[config.mk]
export PLATFORM = sky130hd
export DESIGN_NAME = reg_file_bp_flat
export DESIGN_NICKNAME = d
export VERILOG_FILES = /design/src/rtl/reg_file_bp_pkg.sv /design/src/rtl/reg_file_bp_if.sv /design/src/rtl/reg_scoreboard.sv /design/src/rtl/reg_file_bp.sv /design/src/flat_wrapper.sv
export SDC_FILE = /design/constraint.sdc
export NUM_CORES = 2
export LEC_CHECK = 0
export CORE_MARGIN = 10
export CORE_UTILIZATION = 25
export CTS_CLUSTER_SIZE = 25
export DETAILED_ROUTE_END_ITERATION = 7
export GPL_TIMING_DRIVEN = 0
export PLACE_DENSITY = 0.42
export REMOVE_ABC_BUFFERS = 1
export SLEW_MARGIN = 25
export SYNTH_ARGS = -nofsm -noshare
export SYNTH_HDL_FRONTEND = slang
export SYNTH_SLANG_ARGS = --single-unit
[constraint.sdc]
create_clock -name clk -period 46.5 [get_ports clk]
set_input_delay 13.95 -clock clk [delete_from_list [all_inputs] [get_ports clk]]
set_output_delay 13.95 -clock clk [all_outputs]
set_load 0.1 [all_outputs]
[src/rtl/reg_file_bp_pkg.sv]
// Shared register-file constants used by decode and hazard logic.
package reg_file_bp_pkg;

   localparam int unsigned DATA_W_DEF = 32;
   localparam int unsigned ADDR_W_DEF = 5;
   localparam int unsigned ZERO_REG   = 0;

endpackage : reg_file_bp_pkg

[src/rtl/reg_file_bp_if.sv]
// Writeback, read-port and scoreboard signals of the register file.
interface reg_file_bp_if #(
   parameter int unsigned DATA_W = reg_file_bp_pkg::DATA_W_DEF,
   parameter int unsigned ADDR_W = reg_file_bp_pkg::ADDR_W_DEF,
   parameter int unsigned NUM_RD = 2
);

   logic                       we;
   logic [ADDR_W-1:0]          wr_addr;
   logic [DATA_W-1:0]          wr_data;
   logic [NUM_RD*ADDR_W-1:0]   rd_addr;
   logic [NUM_RD*DATA_W-1:0]   rd_data;
   logic [NUM_RD-1:0]          rd_busy;
   logic                       busy_set;
   logic [ADDR_W-1:0]          busy_addr;
   logic [ADDR_W:0]            busy_cnt;

   modport master (
      output we, wr_addr, wr_data, rd_addr, busy_set, busy_addr,
      input  rd_data, rd_busy, busy_cnt
   );

   modport slave (
      input  we, wr_addr, wr_data, rd_addr, busy_set, busy_addr,
      output rd_data, rd_busy, busy_cnt
   );

endinterface : reg_file_bp_if

[src/rtl/reg_scoreboard.sv]
// Per-register busy bits with set-over-clear priority and a registered busy count.
module reg_scoreboard
   import reg_file_bp_pkg::*;
#(
   parameter int unsigned ADDR_W = ADDR_W_DEF
) (
   input  logic                   clk,
   input  logic                   rst,
   input  logic                   busy_set,
   input  logic [ADDR_W-1:0]      busy_addr,
   input  logic                   we,
   input  logic [ADDR_W-1:0]      wr_addr,
   output logic [(1<<ADDR_W)-1:0] busy,
   output logic [ADDR_W:0]        busy_cnt
);

   localparam int unsigned DEPTH = 1 << ADDR_W;
   localparam int unsigned CNT_W = ADDR_W + 1;

   logic             set_valid;
   logic             set_eff;
   logic             clr_eff;
   logic [DEPTH-1:0] busy_nxt;
   logic [CNT_W-1:0] cnt_nxt;

   // Next busy vector and count; a set of the same register overrides a clear.
   always_comb begin
      set_valid = busy_set && (busy_addr != ADDR_W'(ZERO_REG));
      set_eff   = set_valid && !busy[busy_addr];
      clr_eff   = we && busy[wr_addr] && !(set_valid && (busy_addr == wr_addr));
      busy_nxt  = busy;
      if (we) begin
         busy_nxt[wr_addr] = 1'b0;
      end
      if (set_valid) begin
         busy_nxt[busy_addr] = 1'b1;
      end
      cnt_nxt = busy_cnt + CNT_W'(set_eff) - CNT_W'(clr_eff);
   end

   // Busy state and count registers.
   always_ff @(posedge clk or posedge rst) begin
      if (rst) begin
         busy     <= '0;
         busy_cnt <= '0;
      end else begin
         busy     <= busy_nxt;
         busy_cnt <= cnt_nxt;
      end
   end

endmodule : reg_scoreboard

[src/rtl/reg_file_bp.sv]
// Register file with zero register, bypassed combinational read ports and busy scoreboard.
module reg_file_bp
   import reg_file_bp_pkg::*;
#(
   parameter int unsigned DATA_W = DATA_W_DEF,
   parameter int unsigned ADDR_W = ADDR_W_DEF,
   parameter int unsigned NUM_RD = 2
) (
   input logic          clk,
   input logic          rst,
   reg_file_bp_if.slave bus
);

   localparam int unsigned DEPTH = 1 << ADDR_W;

   logic [DATA_W-1:0]        regs [DEPTH];
   logic [DEPTH-1:0]         busy;
   logic [ADDR_W:0]          busy_cnt;
   logic                     wr_en;
   logic [NUM_RD*DATA_W-1:0] rd_data_c;
   logic [NUM_RD-1:0]        rd_busy_c;

   assign wr_en = bus.we && (bus.wr_addr != ADDR_W'(ZERO_REG));

   // Storage array; writes to the zero register are dropped.
   always_ff @(posedge clk or posedge rst) begin
      if (rst) begin
         for (int unsigned r = 0; r < DEPTH; r++) begin
            regs[r] <= '0;
         end
      end else if (wr_en) begin
         regs[bus.wr_addr] <= bus.wr_data;
      end
   end

   reg_scoreboard #(.ADDR_W(ADDR_W)) u_scoreboard (
      .clk       (clk),
      .rst       (rst),
      .busy_set  (bus.busy_set),
      .busy_addr (bus.busy_addr),
      .we        (bus.we),
      .wr_addr   (bus.wr_addr),
      .busy      (busy),
      .busy_cnt  (busy_cnt)
   );

   // One read mux per port: zero register, then same-cycle write bypass, then storage.
   for (genvar i = 0; i < NUM_RD; i++) begin : g_rd
      logic [ADDR_W-1:0] ra;
      logic              nz;
      logic              hit;
      assign ra  = bus.rd_addr[i*ADDR_W +: ADDR_W];
      assign nz  = (ra != ADDR_W'(ZERO_REG));
      assign hit = bus.we && (bus.wr_addr == ra);
      assign rd_data_c[i*DATA_W +: DATA_W] = !nz ? '0 : (hit ? bus.wr_data : regs[ra]);
      assign rd_busy_c[i] = nz && !hit && busy[ra];
   end

   assign bus.rd_data  = rd_data_c;
   assign bus.rd_busy  = rd_busy_c;
   assign bus.busy_cnt = busy_cnt;

endmodule : reg_file_bp

[src/flat_wrapper.sv]
// flat-port wrapper written by rule: the top's interface ports become plain ports
module reg_file_bp_flat import reg_file_bp_pkg::*;
#(
   parameter int unsigned DATA_W = DATA_W_DEF,
   parameter int unsigned ADDR_W = ADDR_W_DEF,
   parameter int unsigned NUM_RD = 2
)
  (clk, rst, bus_we, bus_wr_addr, bus_wr_data, bus_rd_addr, bus_busy_set, bus_busy_addr, bus_rd_data, bus_rd_busy, bus_busy_cnt);
  reg_file_bp_if #(.DATA_W(DATA_W), .ADDR_W(ADDR_W), .NUM_RD(NUM_RD)) bus_i ();
  input logic clk;
  input logic rst;
  input wire logic [$bits(bus_i.we)-1:0] bus_we;
  input wire logic [$bits(bus_i.wr_addr)-1:0] bus_wr_addr;
  input wire logic [$bits(bus_i.wr_data)-1:0] bus_wr_data;
  input wire logic [$bits(bus_i.rd_addr)-1:0] bus_rd_addr;
  input wire logic [$bits(bus_i.busy_set)-1:0] bus_busy_set;
  input wire logic [$bits(bus_i.busy_addr)-1:0] bus_busy_addr;
  output wire logic [$bits(bus_i.rd_data)-1:0] bus_rd_data;
  output wire logic [$bits(bus_i.rd_busy)-1:0] bus_rd_busy;
  output wire logic [$bits(bus_i.busy_cnt)-1:0] bus_busy_cnt;
  assign bus_i.we = bus_we;
  assign bus_i.wr_addr = bus_wr_addr;
  assign bus_i.wr_data = bus_wr_data;
  assign bus_i.rd_addr = bus_rd_addr;
  assign bus_i.busy_set = bus_busy_set;
  assign bus_i.busy_addr = bus_busy_addr;
  assign bus_rd_data = bus_i.rd_data;
  assign bus_rd_busy = bus_i.rd_busy;
  assign bus_busy_cnt = bus_i.busy_cnt;
  reg_file_bp #(.DATA_W(DATA_W), .ADDR_W(ADDR_W), .NUM_RD(NUM_RD)) u_core (.clk(clk), .rst(rst), .bus(bus_i));
endmodule
---- Yosys cells after proc, flatten, opt, wreduce, memory -nomap -nowiden ----
Index checks and enable logic that the tools add are counted.
word-level totals
  register bits after elaboration ......... 1062
  word-level logic and storage cells ...... 105
cells by class
  $lt $le $gt $ge ......................... 10
  bitwise gates (word level) .............. 6
  mux-type cells .......................... 27
  add/sub/neg operators ................... 2
  eq/ne operators ......................... 3
  reduce and logical (&&, ||, !) cells .... 23
operators by type and width
  cell                                                        count
  bitwise mux 1024 bit                                        1
  2-to-1 mux 32 bit                                           11
  binary-select mux 32 bit (select 5 bit)                     2
  demux 32 bit (select 5 bit)                                 1
  bitwise AND 32 bit                                          1
  NOT 32 bit                                                  1
  OR 32 bit                                                   1
  less-than comparator 5 x 6 -> 1 bit, second input constant  4
  binary-select mux 1 bit (select 5 bit)                      4
  nonzero test 5 bit                                          4
  >= comparator 6 bit, second input constant                  3
  NOT 5 -> 6 bit                                              3
  == test 5 bit                                               3
  logical AND 1 bit                                           15
  demux 1 bit (select 5 bit)                                  2
  >= comparator 5 x 1 -> 1 bit, second input constant         2
  adder 6 x 1 -> 6 bit                                        1
  less-than comparator 6 x 1 -> 1 bit, second input constant  1
  2-to-1 mux 1 bit                                            6
  subtractor 6 x 1 -> 6 bit                                   1
  zero test 1 bit                                             4

---- Logic depth before layout (Yosys ltp) ----
  depth after elaboration ................. 9
  depth in mapped cells ................... 15

---- By module ----
Synthesis repeated with hierarchy kept, for this count alone.
second synthesis, totals
  cells, all modules ...................... 3906
  area total of the unflattened synthesis .. 58044.4 µm²
modules (own cells, without submodules)
  module          area each (µm²)  cells an instance  instances
  reg_file_bp     55742.2          3682               1
  reg_scoreboard  2302.2           224                1

---- Worst setup path before layout ----
OpenSTA, ideal clock, no wires.
  path type ............................... input-to-output
  from .................................... input bus_rd_addr[0]
  to ...................................... output bus_rd_busy[0]
  required time ........................... 32.550 ns
  setup slack ............................. 15.369 ns
  arrival time ............................ 17.181 ns
  cell stages on the path ................. 8
  cell sequence ........................... buf_4 > buf_4 > buf_4 > mux2_2 > o22ai_1 > a2111oi_0 > a21oi_1 > nor3_1
on the way
  longest elaborated chain between the ends .. 5
RTL lines
  what                                                                                            line                source
  from (decl)                                                                                     flat_wrapper.sv:15  input wire logic [$bits(bus_i.rd_addr)-1:0] bus_rd_addr;
  parallel branches: the longest is 4 deep, another holds binary-select mux 1 bit (select 5 bit)  n/a
  logical AND 1 bit (*)                                                                           reg_file_bp.sv:56   assign rd_busy_c[i] = nz && !hit && busy[ra];
  to (decl)                                                                                       flat_wrapper.sv:19  output wire logic [$bits(bus_i.rd_busy)-1:0] bus_rd_busy;
Mark *: on every way between the ends. The select of a mux whose other input is x is not followed.

---- Worst setup path in the final report ----
  from .................................... input bus_wr_addr[1]
  to ...................................... output bus_rd_data[39]
on the way
  longest elaborated chain between the ends .. 4
RTL lines
  what                            line                source
  from (decl)                     flat_wrapper.sv:13  input wire logic [$bits(bus_i.wr_addr)-1:0] bus_wr_addr;
  == test 5 bit                   reg_file_bp.sv:54   assign hit = bus.we && (bus.wr_addr == ra);
  logical AND 1 bit               reg_file_bp.sv:54
  2-to-1 mux 32 bit (2 in a row)  reg_file_bp.sv:55   assign rd_data_c[i*DATA_W +: DATA_W] = !nz ? '0 : (hit ? bus.wr_data : regs[ra]);
  to (decl)                       flat_wrapper.sv:18  output wire logic [$bits(bus_i.rd_data)-1:0] bus_rd_data;
No other way between the ends.

==> flow_summary.json <==
{
  "drc": 0,
  "clkTransAtPathRegs_ns": 0.05,
  "postCtsHoldBufs": 0,
  "crit_family": "buffers and inverters",
  "maxCapViolations": 0,
  "postCtsSetupBuffers": 0,
  "clockBufferDepth": 3,
  "hpwl_um": 141000,
  "drive_gt1_share_pct": 48.6,
  "grt_max_degree": 91,
  "via_per_inst": 5.30,
  "ioPinCount": 128,
  "grt_overflow": 0,
  "start_util_pct": 25.1,
  "synth_common_cells": "1,062 x dfrtp_1, 995 x mux2_2, 495 x mux4_2",
  "layout_setup_ws_ns": 13.76,
  "synth.distinct_cells": 59,
  "cp-startpoint": "bus_wr_addr[1]",
  "vias": 37100,
  "drt-total-wl_um": 214000,
  "synth_seq_area_share_pct": 46.4,
  "async_reset_ff_share_pct": 100,
  "die_w_um": 499,
  "yosysTopAreaCellShare_pct": 46.4,
  "htreeDepth": 4,
  "critical_path_arrival_ns": 18.79,
  "worstPathMaxFanout": 19,
  "cp_num_buf_inv": 3,
  "dieHeight_um": 499,
  "skew_ns": 0.0110,
  "fin_crit_sh_pct": 70.4,
  "outcome": "finished, final reports clean",
  "yosys_warnings": 0,
  "grt_pass1_wl_um": 304000,
  "total_power_mw": 2.96,
  "critPathMaxStageDelay_ns": 1.25,
  "clock_sinks": 1062,
  "place_ws_ns": 13.62,
  "crit_type": "input pin to primary output",
  "synthTopCellsByArea": "dfrtp_1 46%, mux2_2 20%, mux4_2 19%",
  "fillers": 22600,
  "worstSetupEndpointType": "primary output",
  "finalHoldViolCount": 0,
  "max_freq_mhz": 30.5,
  "ctsResizeCount": 0,
  "drt-wirelength-per-cell_um": 30.5,
  "fin_nets": 3961,
  "path_cells": "clkdlybuf4s50_1 > xnor2_1 > nand4_1 > nor2_4 > buf_16 > or3_2 > o21ai_1 > clkdlybuf4s50_1",
  "critPathLaunchType": "input pin",
  "synth-edff-count": 0,
  "cp_slowest_cell": "clkdlybuf4s50_1",
  "synth_seq_cells": 1062,
  "crit_top_cell": "clkdlybuf4s50_1",
  "num_rows": 175,
  "timing.rr.start": "u_core.u_scoreboard.busy[31]",
  "ys.flop_type": "dfrtp_1",
  "yosysTopAreaCell": "dfrtp_1",
  "setup_viol": 0,
  "required_ns": 32.55,
  "avgSynthCellArea_sq_um": 14.5,
  "cts-root-buf": "clkbuf_16",
  "setup_tns_ns": 0,
  "first_iter_violations": 2861,
  "netlist_area_sq_mm": 0.0573,
  "antenna_found_initial": 13,
  "rsz0062_at_grt": "false",
  "p_leak_nw": 28.3,
  "cts_buffers": 132,
  "syn_inst": 3938,
  "max_slew_margin_pct": 28.2,
  "power_density_mw_per_mm2": 43.4,
  "design.die.area_sq_mm": 0.249,
  "core-area_sq_mm": 0.228,
  "gp_congestion": 0.720,
  "drt_pass1_iterations": 5,
  "clk_latency_ns": 0.77,
  "hp-start": "u_core.regs[1002]",
  "grt_pass1_vias": 38300,
  "ir_drop_mv": 0.0273,
  "synth.most_common_cell": "dfrtp_1",
  "area_growth_pct": 19.0,
  "tightest_slew_ns": 1.07,
  "tritoncts": "yes",
  "worstHoldPathType": "register to register",
  "fin_crit_ns": 32.74,
  "final_antenna_net_count": 0,
  "grt_usage_pct": 16.7,
  "numPortBuffers": 127,
  "slew_viol_final": 0
}
[metrics by stage]
stage | util [%] | area [sq um] | hold WS [ns] | std cells
floorplan | - | 55200 | 0.365 | 3489
global placement | 26.5 | 60200 | 0.376 | 6625
detailed placement | 28.1 | 63900 | 0.383 | 6773
CTS | 29.9 | 68100 | 0.397 | 7001
global route | 29.9 | 68100 | 0.404 | 7004
finish | 29.9 | 68100 | 0.394 | 7006
[sequential cells by signal, indices dropped and copies added (netlist names)]
signal	flops
u_core.u_scoreboard.busy	32
u_core.regs	1024
u_core.u_scoreboard.busy_cnt	6
[placed cells by master (no fill, tap or decap), types with 15 or more instances in the layout]
master           count
a32o_1              32
buf_12              39
nand3_1             37
mux2_1              24
nand2_4             15
o22ai_1             42
dfrtp_1           1062
clkdlybuf4s50_1     82
a22o_1              20
nor2_1              32
o21ai_1             17
o21ai_0             85
clkbuf_8            27
nor2_4              20
mux4_2             495
mux2i_1            106
o221ai_1            18
nand2_1            110
buf_16              93
a22oi_1            118
clkbuf_16          138
a21oi_1             66
a211oi_1            30
clkbuf_1            38
mux2_2             995
buf_2               44
[cells by family (layout without fill, tap and decap cells)]
group / count (synthesis) / after routing / synth area share [%]
buffers and inverters: 460 / 514 / 3.65
other: 0 / 5 / 0
AND/OR/NAND/NOR: 308 / 308 / 2.61
XOR/XNOR: 19 / 19 / 0.291
multiplexers: 1620 / 1620 / 41.4
AO/OA/AOI/OAI: 462 / 462 / 5.50
adder cells (fa/ha/maj): 7 / 7 / 0.166
flip-flops: 1062 / 1062 / 46.4
[power by group]
part	switching (mW)	internal [mW]
registers	0.129	1.10
logic	0.337	0.363
clock network	0.426	0.598
[final cells by class]
| type | count | area (sq um) | share of cell area [%] |
|---|---|---|---|
| Sequential cell | 1062 | 26600 | 39.0 |
| Multi-Input combinational cell | 2416 | 28900 | 42.5 |
| Clock buffer | 203 | 3970 | 5.82 |
| Timing Repair Buffer | 275 | 4580 | 6.73 |
| Inverter | 11 | 48.8 | 0.0716 |
| Clock inverter | 25 | 239 | 0.351 |
| Tap cell | 3009 | 3760 | 5.53 |
| Antenna cell | 5 | 12.5 | 0.0184 |
[worst reg2reg max path: stages (launching register included)]
cell	delay, ns
dfrtp_1	0.42
mux4_2	0.52
mux4_2	0.51
a22oi_1	0.28
nand3_1	0.17
ha_1	0.32
inv_1	0.04
ha_1	0.20
fa_1	0.44
a21oi_1	0.18
nor2_1	0.06
nor2_1	0.11
xnor2_1	0.12
[layer usage]
layer  routed length (um)  global-route usage, %  part of all wire, %
met1                95400                   23.0                   45
met2               102000                   27.4                   48
met3                10600                   2.63                  4.9
met4                 5820                   4.50                  2.7
met5                    8                      0               0.0037
[worst paths after layout]
| kind | to | slack, ns | cells after the start |
|---|---|---|---|
| max | bus_rd_data[39] | 13.76 | 8 |
| min | u_core.regs[1002] | 0.39 | 0 |
| max reg2reg | u_core.u_scoreboard.busy_cnt[4] | 43.04 | 12 |
| min reg2reg | u_core.regs[1002] | 0.39 | 0 |
| max in group asynchronous | u_core.regs[756] | 30.60 | 7 |
| min in group asynchronous | u_core.regs[837] | 13.68 | 3 |
Power figures use the tool's default switching activity.
